--- src/rtl/unibus_arbiter.sv ---
// unibus_arbiter
//   Grants the bus to one requester at a time: NPR (DMA) first, then the
//   highest BR7..BR4 line whose level is above the processor priority. BR
//   grants are only issued at an instruction boundary. A grant that is not
//   answered with SACK within TIMEOUT cycles is withdrawn, a one-cycle
//   nosack pulse is raised, and the saturating nosackcnt is incremented.
//
// Parameters
//   TIMEOUT    grant-without-SACK limit in CLOCK cycles (2..65535)
// Ports
//   CLOCK      system clock, all state changes on the rising edge
//   RESET      synchronous active-high reset
//   init_in_h  bus INIT: drop everything and return to IDLE
//   npr_in_h   NPR request
//   br_in_h    BR7..BR4 requests
//   sack_in_h  selection acknowledge
//   cpu_pri    processor priority PS<7:5>
//   insbound   CPU at an instruction boundary (BR grants allowed)
//   npg_out_h  NPR grant (registered)
//   bg_out_h   BG7..BG4 grants (registered, one-hot or zero)
//   busy       arbiter not in IDLE
//   nosack     one-cycle pulse on grant timeout
//   nosackcnt  saturating count of timeouts
//
// state | meaning
// IDLE  | no grant out; a qualifying request is granted on the next edge
// GRANT | one grant line asserted and held; waiting for SACK
// ACKED | SACK seen; grants held low until SACK is released
module unibus_arbiter #(
  parameter int TIMEOUT = 1000
) (
  input  logic        CLOCK,
  input  logic        RESET,
  input  logic        init_in_h,
  input  logic        npr_in_h,
  input  logic [7:4]  br_in_h,
  input  logic        sack_in_h,
  input  logic [2:0]  cpu_pri,
  input  logic        insbound,
  output logic        npg_out_h,
  output logic [7:4]  bg_out_h,
  output logic        busy,
  output logic        nosack,
  output logic [15:0] nosackcnt
);

  typedef enum logic [1:0] {IDLE, GRANT, ACKED} state_t;

  localparam logic [15:0] CNT_LAST = 16'(TIMEOUT - 1);

  state_t      state, state_nxt;
  logic        npg_nxt;
  logic [7:4]  bg_nxt;
  logic [15:0] cnt, cnt_nxt;
  logic        nosack_nxt;
  logic [15:0] nosackcnt_nxt;
  logic [7:4]  br_elig;
  logic [7:4]  br_pick;
  logic        req_held;

  // A BR level only competes when it is strictly above the processor priority.
  always_comb begin
    br_elig[7] = br_in_h[7] && (cpu_pri < 3'd7);
    br_elig[6] = br_in_h[6] && (cpu_pri < 3'd6);
    br_elig[5] = br_in_h[5] && (cpu_pri < 3'd5);
    br_elig[4] = br_in_h[4] && (cpu_pri < 3'd4);
  end

  always_comb begin
    br_pick = 4'b0000;
    casez (br_elig)
      4'b1???: br_pick = 4'b1000;
      4'b01??: br_pick = 4'b0100;
      4'b001?: br_pick = 4'b0010;
      4'b0001: br_pick = 4'b0001;
      default: br_pick = 4'b0000;
    endcase
  end

  // The registered grant itself identifies which request was latched.
  assign req_held = npg_out_h ? npr_in_h : |(bg_out_h & br_in_h);

  always_comb begin
    state_nxt     = state;
    npg_nxt       = npg_out_h;
    bg_nxt        = bg_out_h;
    cnt_nxt       = cnt;
    nosack_nxt    = 1'b0;
    nosackcnt_nxt = nosackcnt;
    if (init_in_h) begin
      state_nxt = IDLE;
      npg_nxt   = 1'b0;
      bg_nxt    = 4'b0000;
      cnt_nxt   = 16'd0;
    end else begin
      case (state)
        IDLE: begin
          npg_nxt = 1'b0;
          bg_nxt  = 4'b0000;
          cnt_nxt = 16'd0;
          if (!sack_in_h) begin
            if (npr_in_h) begin
              npg_nxt   = 1'b1;
              state_nxt = GRANT;
            end else if (insbound && (br_pick != 4'b0000)) begin
              bg_nxt    = br_pick;
              state_nxt = GRANT;
            end
          end
        end
        GRANT: begin
          // SACK outranks both passive release and an expiring timer.
          if (sack_in_h) begin
            state_nxt = ACKED;
            npg_nxt   = 1'b0;
            bg_nxt    = 4'b0000;
            cnt_nxt   = 16'd0;
          end else if (!req_held) begin
            state_nxt = IDLE;
            npg_nxt   = 1'b0;
            bg_nxt    = 4'b0000;
            cnt_nxt   = 16'd0;
          end else if (cnt == CNT_LAST) begin
            state_nxt  = IDLE;
            npg_nxt    = 1'b0;
            bg_nxt     = 4'b0000;
            cnt_nxt    = 16'd0;
            nosack_nxt = 1'b1;
            if (nosackcnt != 16'hFFFF) nosackcnt_nxt = nosackcnt + 16'd1;
          end else begin
            cnt_nxt = cnt + 16'd1;
          end
        end
        ACKED: begin
          npg_nxt = 1'b0;
          bg_nxt  = 4'b0000;
          cnt_nxt = 16'd0;
          if (!sack_in_h) state_nxt = IDLE;
        end
        default: begin
          state_nxt = IDLE;
          npg_nxt   = 1'b0;
          bg_nxt    = 4'b0000;
          cnt_nxt   = 16'd0;
        end
      endcase
    end
  end

  always_ff @(posedge CLOCK) begin
    if (RESET) begin
      state     <= IDLE;
      npg_out_h <= 1'b0;
      bg_out_h  <= 4'b0000;
      cnt       <= 16'd0;
      nosack    <= 1'b0;
      nosackcnt <= 16'd0;
    end else begin
      state     <= state_nxt;
      npg_out_h <= npg_nxt;
      bg_out_h  <= bg_nxt;
      cnt       <= cnt_nxt;
      nosack    <= nosack_nxt;
      nosackcnt <= nosackcnt_nxt;
    end
  end

  assign busy = (state != IDLE);

endmodule
--- config.mk ---
export PLATFORM = sky130hd
export DESIGN_NAME = unibus_arbiter
export DESIGN_NICKNAME = d
export VERILOG_FILES = /design/src/rtl/unibus_arbiter.sv
export SDC_FILE = /design/constraint.sdc
export NUM_CORES = 1
export LEC_CHECK = 0
export ABC_AREA = 1
export CORE_MARGIN = 4
export CORE_UTILIZATION = 50
export CTS_CLUSTER_DIAMETER = 80
export DETAILED_ROUTE_END_ITERATION = 6
export PLACE_DENSITY = 0.75
export SYNTH_ARGS = -nofsm -noshare
export SYNTH_HDL_FRONTEND = slang
export SYNTH_SLANG_ARGS = --single-unit
--- constraint.sdc ---
create_clock -name CLOCK -period 2.1 [get_ports CLOCK]
set_input_delay 0.42 -clock CLOCK [delete_from_list [all_inputs] [get_ports CLOCK]]
set_output_delay 0.42 -clock CLOCK [all_outputs]
set_load 0.05 [all_outputs]
After elaboration in Yosys (flattened, before gate mapping)
Cells that the tools add are included.
{ "classes": {"addsub": 2, "magnitude_cmp": 4, "n_eq_ne": 11, "n_mux": 24, "bitwise": 5, "reduce_logical": 14} }
{ "ops": {"columns": ["operator", "n"], "rows": [
  ["$add A16 B1 Y16 const B", 2],
  ["$mux W4", 6],
  ["$eq A16 B10 Y1 const B", 1],
  ["$ne A16 B16 Y1 const B", 1],
  ["$pmux W4 S4", 1],
  ["$mux W2", 7],
  ["$lt A3 B3 Y1 const B", 4],
  ["$pmux W4 S2", 1],
  ["$mux W1", 7],
  ["$pmux W2 S3", 1],
  ["$reduce_and A6 Y1", 1],
  ["$reduce_or A6 Y1", 1],
  ["$logic_and A1 B1 Y1", 5],
  ["$reduce_or A5 Y1", 1],
  ["$and A4 B4 Y4", 1],
  ["$eq A2 B1 Y1 const B", 2],
  ["$eq A4 B1 Y1 const B", 1],
  ["$ne A2 B2 Y1 const B", 2],
  ["$ne A4 B4 Y1 const B", 1],
  ["$not A1 Y1", 4],
  ["$reduce_and A4 Y1", 1],
  ["$reduce_bool A4 Y1", 1],
  ["$reduce_or A4 Y1", 1],
  ["$eq A3 B1 Y1 const B", 1],
  ["other kinds (6)", 6]
]} }
{ "word_totals": {"reg_bits": 40, "in_bits": 13, "output_inout_bits": 23} }

Logic depth before layout (Yosys ltp)
Gate-level depths: netlist of run 1.
{ "logic_depth": {"ltp_word": 10, "mapped_depth": 10, "mapped_depth_nobuf": 10} }

Least setup slack after synthesis of run 1
Ideal clock, no wire load.
{ "synth_timing": {"kind": "reg2reg", "startpoint": "register nosackcnt[0]", "endpoint": "register nosackcnt[7]", "arrival_ns": 1.945, "t_required_ns": 2.030, "setup_slack_ns": 0.085, "stages_incl_launch_ff": 11, "n_path_buf": 1, "period_less_slack_ns": 2.015, "cell_sequence": "dfxtp_1 > ha_1 > nand2_1 > nor2_4 > nand2_2 > nor2_4 > nor2_4 > nand3_4 > buf_12 > nand2_2 > a21oi_2"} }
{ "synth_between": {"elab_chain_len": 2, "word_cells_on_any_way": 3} }
{ "synth_rtl": {"columns": ["element", "line", "rtl"], "rows": [
  ["start: declaration", "44", "output logic [15:0] nosackcnt"],
  ["start signal: assignment", "164", "nosackcnt <= nosackcnt_nxt;"],
  ["parallel branches: the longest is 2 deep, another holds $add A16 B1 Y16", null, null]
]} }
Parallel ways; which one is timed is not known.
A chain may end at the register's enable or synchronous reset.

Worst setup path in the final report of run 1
{ "layout_timing": {"startpoint": "register nosackcnt[12]", "endpoint": "output nosackcnt[12]"} }
No word-level cell between the ends.

==> out/summary.txt, run 1 <==
Setup Viol. Count Final = 0
vias in the first global route = 2,204
routed vias = 2,309
wire length on met2 = 2410 um
clock share of power = 38.5%
Placer Congestion = 0.859
Top-Level Pins = 36
warnings from Yosys = 0
Die Wd = 76.7 um
largest net degree at the start of global routing = 18
Bufs on Longest Clock Path = 2
Leak Pwr = 1.05 nW
H-Tree Depth = 2
critical path's top delay family = buffers and inverters
residual DRC count = 0
Die ar. = 0.00588 mm2
dpl hpwl = 3990 um
#FFs+latches synth = 40
most common cell after layout, fill and taps aside = nand2_1
drt wl/cell = 11.6 um
RSZ-0062 raised after global routing = no
Row Count = 24
most frequent cells in the layout = 81 x nand2_1, 51 x nor2_1, 40 x dfxtp_1
crit-path cells = clkdlybuf4s50_1
Clock Skews = 0.00623 ns
Synth Area per Inst = 6.76 um2
CTS tree = built
Slew @ Worst Pin = 0.512 ns
Seq/Total Area, Yosys = 33.9%
ant diodes = 0
clock tree root driver cell = clkbuf_8
Sequential Power Share = 55.1%
Setup CP Type = register to output pin
first-pass GRT wire length = 9500 um
clock sinks = 40
die height = 76.7 um
Post-Synthesis Cells = 349
CTS Buf Count = 5
top sig layer = met4
WL met3 = 256 um
Port Buf Inserts = 35
Layout Nets = 409
Pwr Total = 1.38 mW
Initial Util = 52.7%
Final Instance Area = 0.00289 mm2
Yosys cell types = 31
Final Hold Fails = 0
Slew Viols, Final = 0
met1 wire length = 2470 um
peak supply drop = 0.343 mV
drt initial violations = 168
crit path launch type = register
Data arrival, critical path = 1.59 ns
Clock Latency Late Sink = 0.29 ns
clock slew at reported path FFs = 0.07 ns
drt via density = 5.17
Mapped Nets = 364
synthesized cell area = 0.00236 mm2
pwr dens = 477 mW/mm2
count of buffer and inverter cells on the critical path = 1
switch share = 22.8%
post-synth top area share = 33.9%
leading area contributor after synthesis = dfxtp_1
post-placement cell area = 0.00277 mm2
Routed WL = 5200 um
setup TNS = 0 ns
global route overflow = 0
DRT Pass-1 Iters = 4
worst-path cell with the longest stage delay = clkdlybuf4s50_1
Max Cap Violations = 0
Fill cells = 406
Tcrit/Tclk final = 95.9%
layout cells sized above 1 = 13.2%
ranking of synthesized cells by area = dfxtp_1 34%, nand2_1 13%, nor2_1 8.1%, nand3_1 6.2%, inv_1 5.2%
status = finished clean
Worst Path Required = 1.68 ns
Area growth syn-to-layout = 22.5%
Core ar. = 0.00447 mm2
Relative slew margins = 65.8%
Combinational Power Share = 6.4%
antenna violations before repair = 0
Psw = 0.315 mW
Final min period = 2.01 ns
crit path max fanout = 6
CP max stage delay = 0.85 ns
Hold Crit Class = register to register
Routed Antenna Nets = 0
All-Layer GR Usage = 19.2%
internal power = 1.07 mW
FMAX = 497 MHz
Worst Setup End Kind = output pin
==> registers in the layout, indices dropped and copies added (netlist names) <==
| register | cells |
|---|---|
| bg_out_h | 4 |
| state | 2 |
| nosackcnt | 16 |
| nosack | 1 |
| cnt | 16 |
| npg_out_h | 1 |
==> per-layer routing <==
metal / vias to the layer above / global-route usage (%)
met2: 56 / 32.6
li1: 1225 / -
met3: 7 / 5.15
met5: - / 0
met4: 0 / 5.25
met1: 1021 / 23.8
==> per-stage QoR <==
step                hold WS, ns  worst slack, ns  instances  utilization (%)
floorplan                 0.437           0.0848        349                -
global placement          0.453            0.107        436             62.0
detailed placement        0.457            0.112        436             62.0
CTS                       0.467           0.0183        444             64.0
global route              0.480          0.00988        447             64.6
finish                    0.464           0.0864        447             64.6
==> worst paths after layout <==
kind,startpoint,cells after the start,slack (ns),end
hold reg to reg,cnt[9]$_SDFF_PP0_,2,0.46,cnt[9]$_SDFF_PP0_
setup / recovery,nosackcnt[12]$_SDFFE_PP0P_,1,0.09,nosackcnt[12]
setup reg to reg,nosackcnt[0]$_SDFFE_PP0P_,9,0.28,nosackcnt[4]$_SDFFE_PP0P_
hold / removal,cnt[9]$_SDFF_PP0_,2,0.46,cnt[9]$_SDFF_PP0_
==> worst reg2reg max path: cells and delay by family, from the launching register on <==
family | cells | cell delay (ns)
and+or+nand+nor | 7 | 0.90
DFF | 1 | 0.44
adders and majority gates | 1 | 0.29
AOI/OAI and AO/OA | 1 | 0.12
==> Yosys cell counts (all sizes together) <==
cell type / instances
a21oi: 25
buf: 4
nor3: 5
o21ai: 8
ha: 2
and2: 1
a211oi: 2
nand3b: 4
dfxtp: 40
xor2: 8
o31ai: 1
inv: 40
nand4: 19
clkbuf: 3
nand3: 31
nor2: 57
nor4: 2
xnor2: 3
nor3b: 1
clkinv: 3
nand2: 90
==> power groups by stage <==
stage / Clock (mW) / Sequential, mW / Combinational, mW
floorplan: 0 / 0.782 / 0.0426
global placement: 0 / 0.779 / 0.0845
detailed placement: 0 / 0.779 / 0.0850
CTS: 0.542 / 0.761 / 0.0854
global route: 0.587 / 0.761 / 0.0971
finish: 0.531 / 0.761 / 0.0883
==> area by class of cell <==
class / count / area, um2 / share of cell area [%]
repair buffers: 45 / 430 / 14.9
well taps: 52 / 65.1 / 2.25
inverters: 43 / 161 / 5.58
clock buffers: 8 / 90.1 / 3.12
multi-input cells: 259 / 1340 / 46.5
flip-flops and latches: 40 / 801 / 27.7
==> cell families after synthesis <==
logic type	Yosys count	share of synthesized area (%)
XOR/XNOR	11	4.08
AO/OA/AOI/OAI	36	9.54
buffers and inverters	50	9.12
AND/OR/NAND/NOR	210	42.3
flip-flops	40	33.9
adder cells (fa/ha/maj)	2	1.06
==> timing repair <==
action / in CTS / in global routing
gates resized for setup: 0 / 2
setup endpoints to repair: 0 / 8
hold buffers: 0 / 0
setup buffers: 0 / 3
Note: power is estimated with default switching activity, not from simulation.
==> inputs of run 2 (changes only) <==
--- a/config.mk
+++ b/config.mk
@@ -11,6 +11,7 @@
 export CTS_CLUSTER_DIAMETER = 80
 export DETAILED_ROUTE_END_ITERATION = 6
 export PLACE_DENSITY = 0.75
+export REMOVE_ABC_BUFFERS = 1
 export SYNTH_ARGS = -nofsm -noshare
 export SYNTH_HDL_FRONTEND = slang
 export SYNTH_SLANG_ARGS = --single-unit
==> out/summary.txt, run 2 (synthesis results as in run 1) <==
Routed Antenna Nets = 0 (unchanged)
Final Hold Fails = 0 (unchanged)
Relative slew margins = 65.4% (-0.36 points)
Setup Viol. Count Final = 0 (unchanged)
Port Buf Inserts = 35 (unchanged)
Final min period = 2.01 ns (-0.00450 ns)
Max Cap Violations = 0 (unchanged)
Reg-to-Reg Start = cnt[0]$_SDFF_PP0_
drt via density = 5.13 (-0.78%)
Setup CP Type = register to output pin
H-Tree Depth = 2 (unchanged)
Leak Pwr = 1.05 nW (+0.31%)
Clock Latency Late Sink = 0.29 ns (about the same)
Regs by FF count = cnt: 16 flops, nosackcnt: 16 flops, bg_out_h: 4 flops
Area growth syn-to-layout = 23.0%
global route overflow = 0 (unchanged)
critical path's top delay family = buffers and inverters
vias in the first global route = 2,148 (-2.5%)
crit path max fanout = 6 (unchanged)
Row Count = 24 (unchanged)
peak supply drop = 0.249 mV (-27%)
FMAX = 498 MHz (+0.22%)
most frequent cells in the layout = 81 x nand2_1, 51 x nor2_1, 40 x dfxtp_1
Data arrival, critical path = 1.59 ns (about the same)
Clock Skews = 0.00287 ns (-0.00337 ns)
Worst Setup SP = nosackcnt[12]$_SDFFE_PP0P_
worst-path cell with the longest stage delay = clkdlybuf4s50_1
layout cells sized above 1 = 13.6% (+0.47 points)
count of buffer and inverter cells on the critical path = 1 (unchanged)
clock tree root driver cell = clkbuf_8
Sequential Power Share = 54.9% (-0.2 points)
Worst Path Required = 1.68 ns (about the same)
Worst Setup End Kind = output pin
placed cell count = 438 (+0.46%)
Initial Util = 52.7% (unchanged)
Placer Congestion = 0.882 (+2.7%)
drt initial violations = 179 (+6.5%)
Psw = 0.321 mW (+2.0%)
drt wl/cell = 12.0 um (+3.4%)
pwr dens = 477 mW/mm2 (about the same)
setup TNS = 0 ns (unchanged)
Layout Nets = 410 (+0.24%)
switch share = 23.2% (+0.39 points)
Routed WL = 5390 um (+3.7%)
clock slew at reported path FFs = 0.08 ns (about the same)
Slew @ Worst Pin = 0.517 ns (+0.00539 ns)
residual DRC count = 0 (unchanged)
first-pass GRT wire length = 9400 um (-1.0%)
antenna violations before repair = 0 (unchanged)
hold_buf cts = 0 (unchanged)
CTS tree = built
non-filler cells, final = 448 (+0.22%)
RSZ-0062 raised after global routing = no
dpl hpwl = 4120 um (+3.4%)
DRT Pass-1 Iters = 4 (unchanged)
clock share of power = 38.7% (+0.2 points)
routed vias = 2,296 (-0.56%)
Top-Level Pins = 36 (unchanged)
All-Layer GR Usage = 19.2% (about the same)
clock sinks = 40 (unchanged)
crit-path cells = clkdlybuf4s50_1
Tcrit/Tclk final = 95.7% (-0.21 points)
CP max stage delay = 0.85 ns (about the same)
status = finished clean
internal power = 1.06 mW (-0.19%)
Fill cells = 408 (+0.49%)
Core ar. = 0.00447 mm2 (unchanged)
Die ar. = 0.00588 mm2 (unchanged)
Hold Crit Class = register to register
Die Wd = 76.7 um (unchanged)
CTS Buf Count = 5 (unchanged)
die height = 76.7 um (unchanged)
Combinational Power Share = 6.4% (about the same)
Slew Viols, Final = 0 (unchanged)
most common cell after layout, fill and taps aside = nand2_1
crit path launch type = register
hold path start = cnt[9]$_SDFF_PP0_
largest net degree at the start of global routing = 18 (unchanged)
ant diodes = 0 (unchanged)
Bufs on Longest Clock Path = 2 (unchanged)
-- run 2: cell types whose count changed in the layout (fill, tap and decap cells not counted) --
cell,change
clkbuf_1,-1
clkinvlp_4,+1
buf_4,+1
-- run 2: final timing paths --
path / end / slack (ns) / cells after the start
max: nosackcnt[12] / 0.09 / 1
min: cnt[9]$_SDFF_PP0_ / 0.46 / 2
max reg2reg: nosackcnt[15]$_SDFFE_PP0P_ / 0.28 / 8
min reg2reg: cnt[9]$_SDFF_PP0_ / 0.46 / 2
-- run 2: what timing repair did --
action                                  in CTS  in global routing
endpoints found under the setup margin       0                  5
buffers inserted                             0                  2
resized for setup                            0                  2
-- run 2: per-layer routing --
layer | vias to the layer above | part of all wire (%) | track usage, %
met1 | 1001 | 48 | 24.1
met2 | 63 | 45 | 31.0
met5 | - | 0 | 0
met4 | 0 | 1.2 | 7.25
met3 | 7 | 6.2 | 5.50
li1 | 1225 | - | -
-- run 2: cell type report --
type	count	area, um2	area share, %
well taps	52	65.1	2.24
clock inverters	1	7.51	0.259
repair buffers	46	438	15.1
clock buffers	7	86.3	2.97
inverters	43	161	5.56
flip-flops and latches	40	801	27.6
multi-input cells	259	1340	46.3
-- run 2: through the flow --
stage	hold slack, ns	setup slack, ns	utilization [%]	total power [mW]	cell area (um2)
2_1_floorplan	0.437	0.0586	-	0.817	2310
3_3_place_gp	0.449	0.136	62.3	0.864	2790
3_5_place_dp	0.456	0.0950	62.3	0.865	2790
4_1_cts	0.469	0.0630	64.4	1.40	2880
5_1_grt	0.501	0.0138	64.9	1.44	2900
6_report	0.463	0.0909	64.9	1.38	2900
-- run 2: worst reg2reg max path, stage by stage (launching register included) --
cell,delay (ns)
dfxtp_1,0.40
ha_1,0.30
nand3_1,0.10
nor2_1,0.14
nand2_1,0.13
nor2_2,0.20
nand3_4,0.24
nand2_1,0.14
a21oi_1,0.07
-- run 2: power groups by stage --
stage | registers (mW) | clock network, mW | logic (mW)
2_1_floorplan | 0.782 | 0 | 0.0351
3_3_place_gp | 0.779 | 0 | 0.0851
3_5_place_dp | 0.779 | 0 | 0.0860
4_1_cts | 0.761 | 0.553 | 0.0863
5_1_grt | 0.761 | 0.588 | 0.0954
6_report | 0.761 | 0.536 | 0.0880
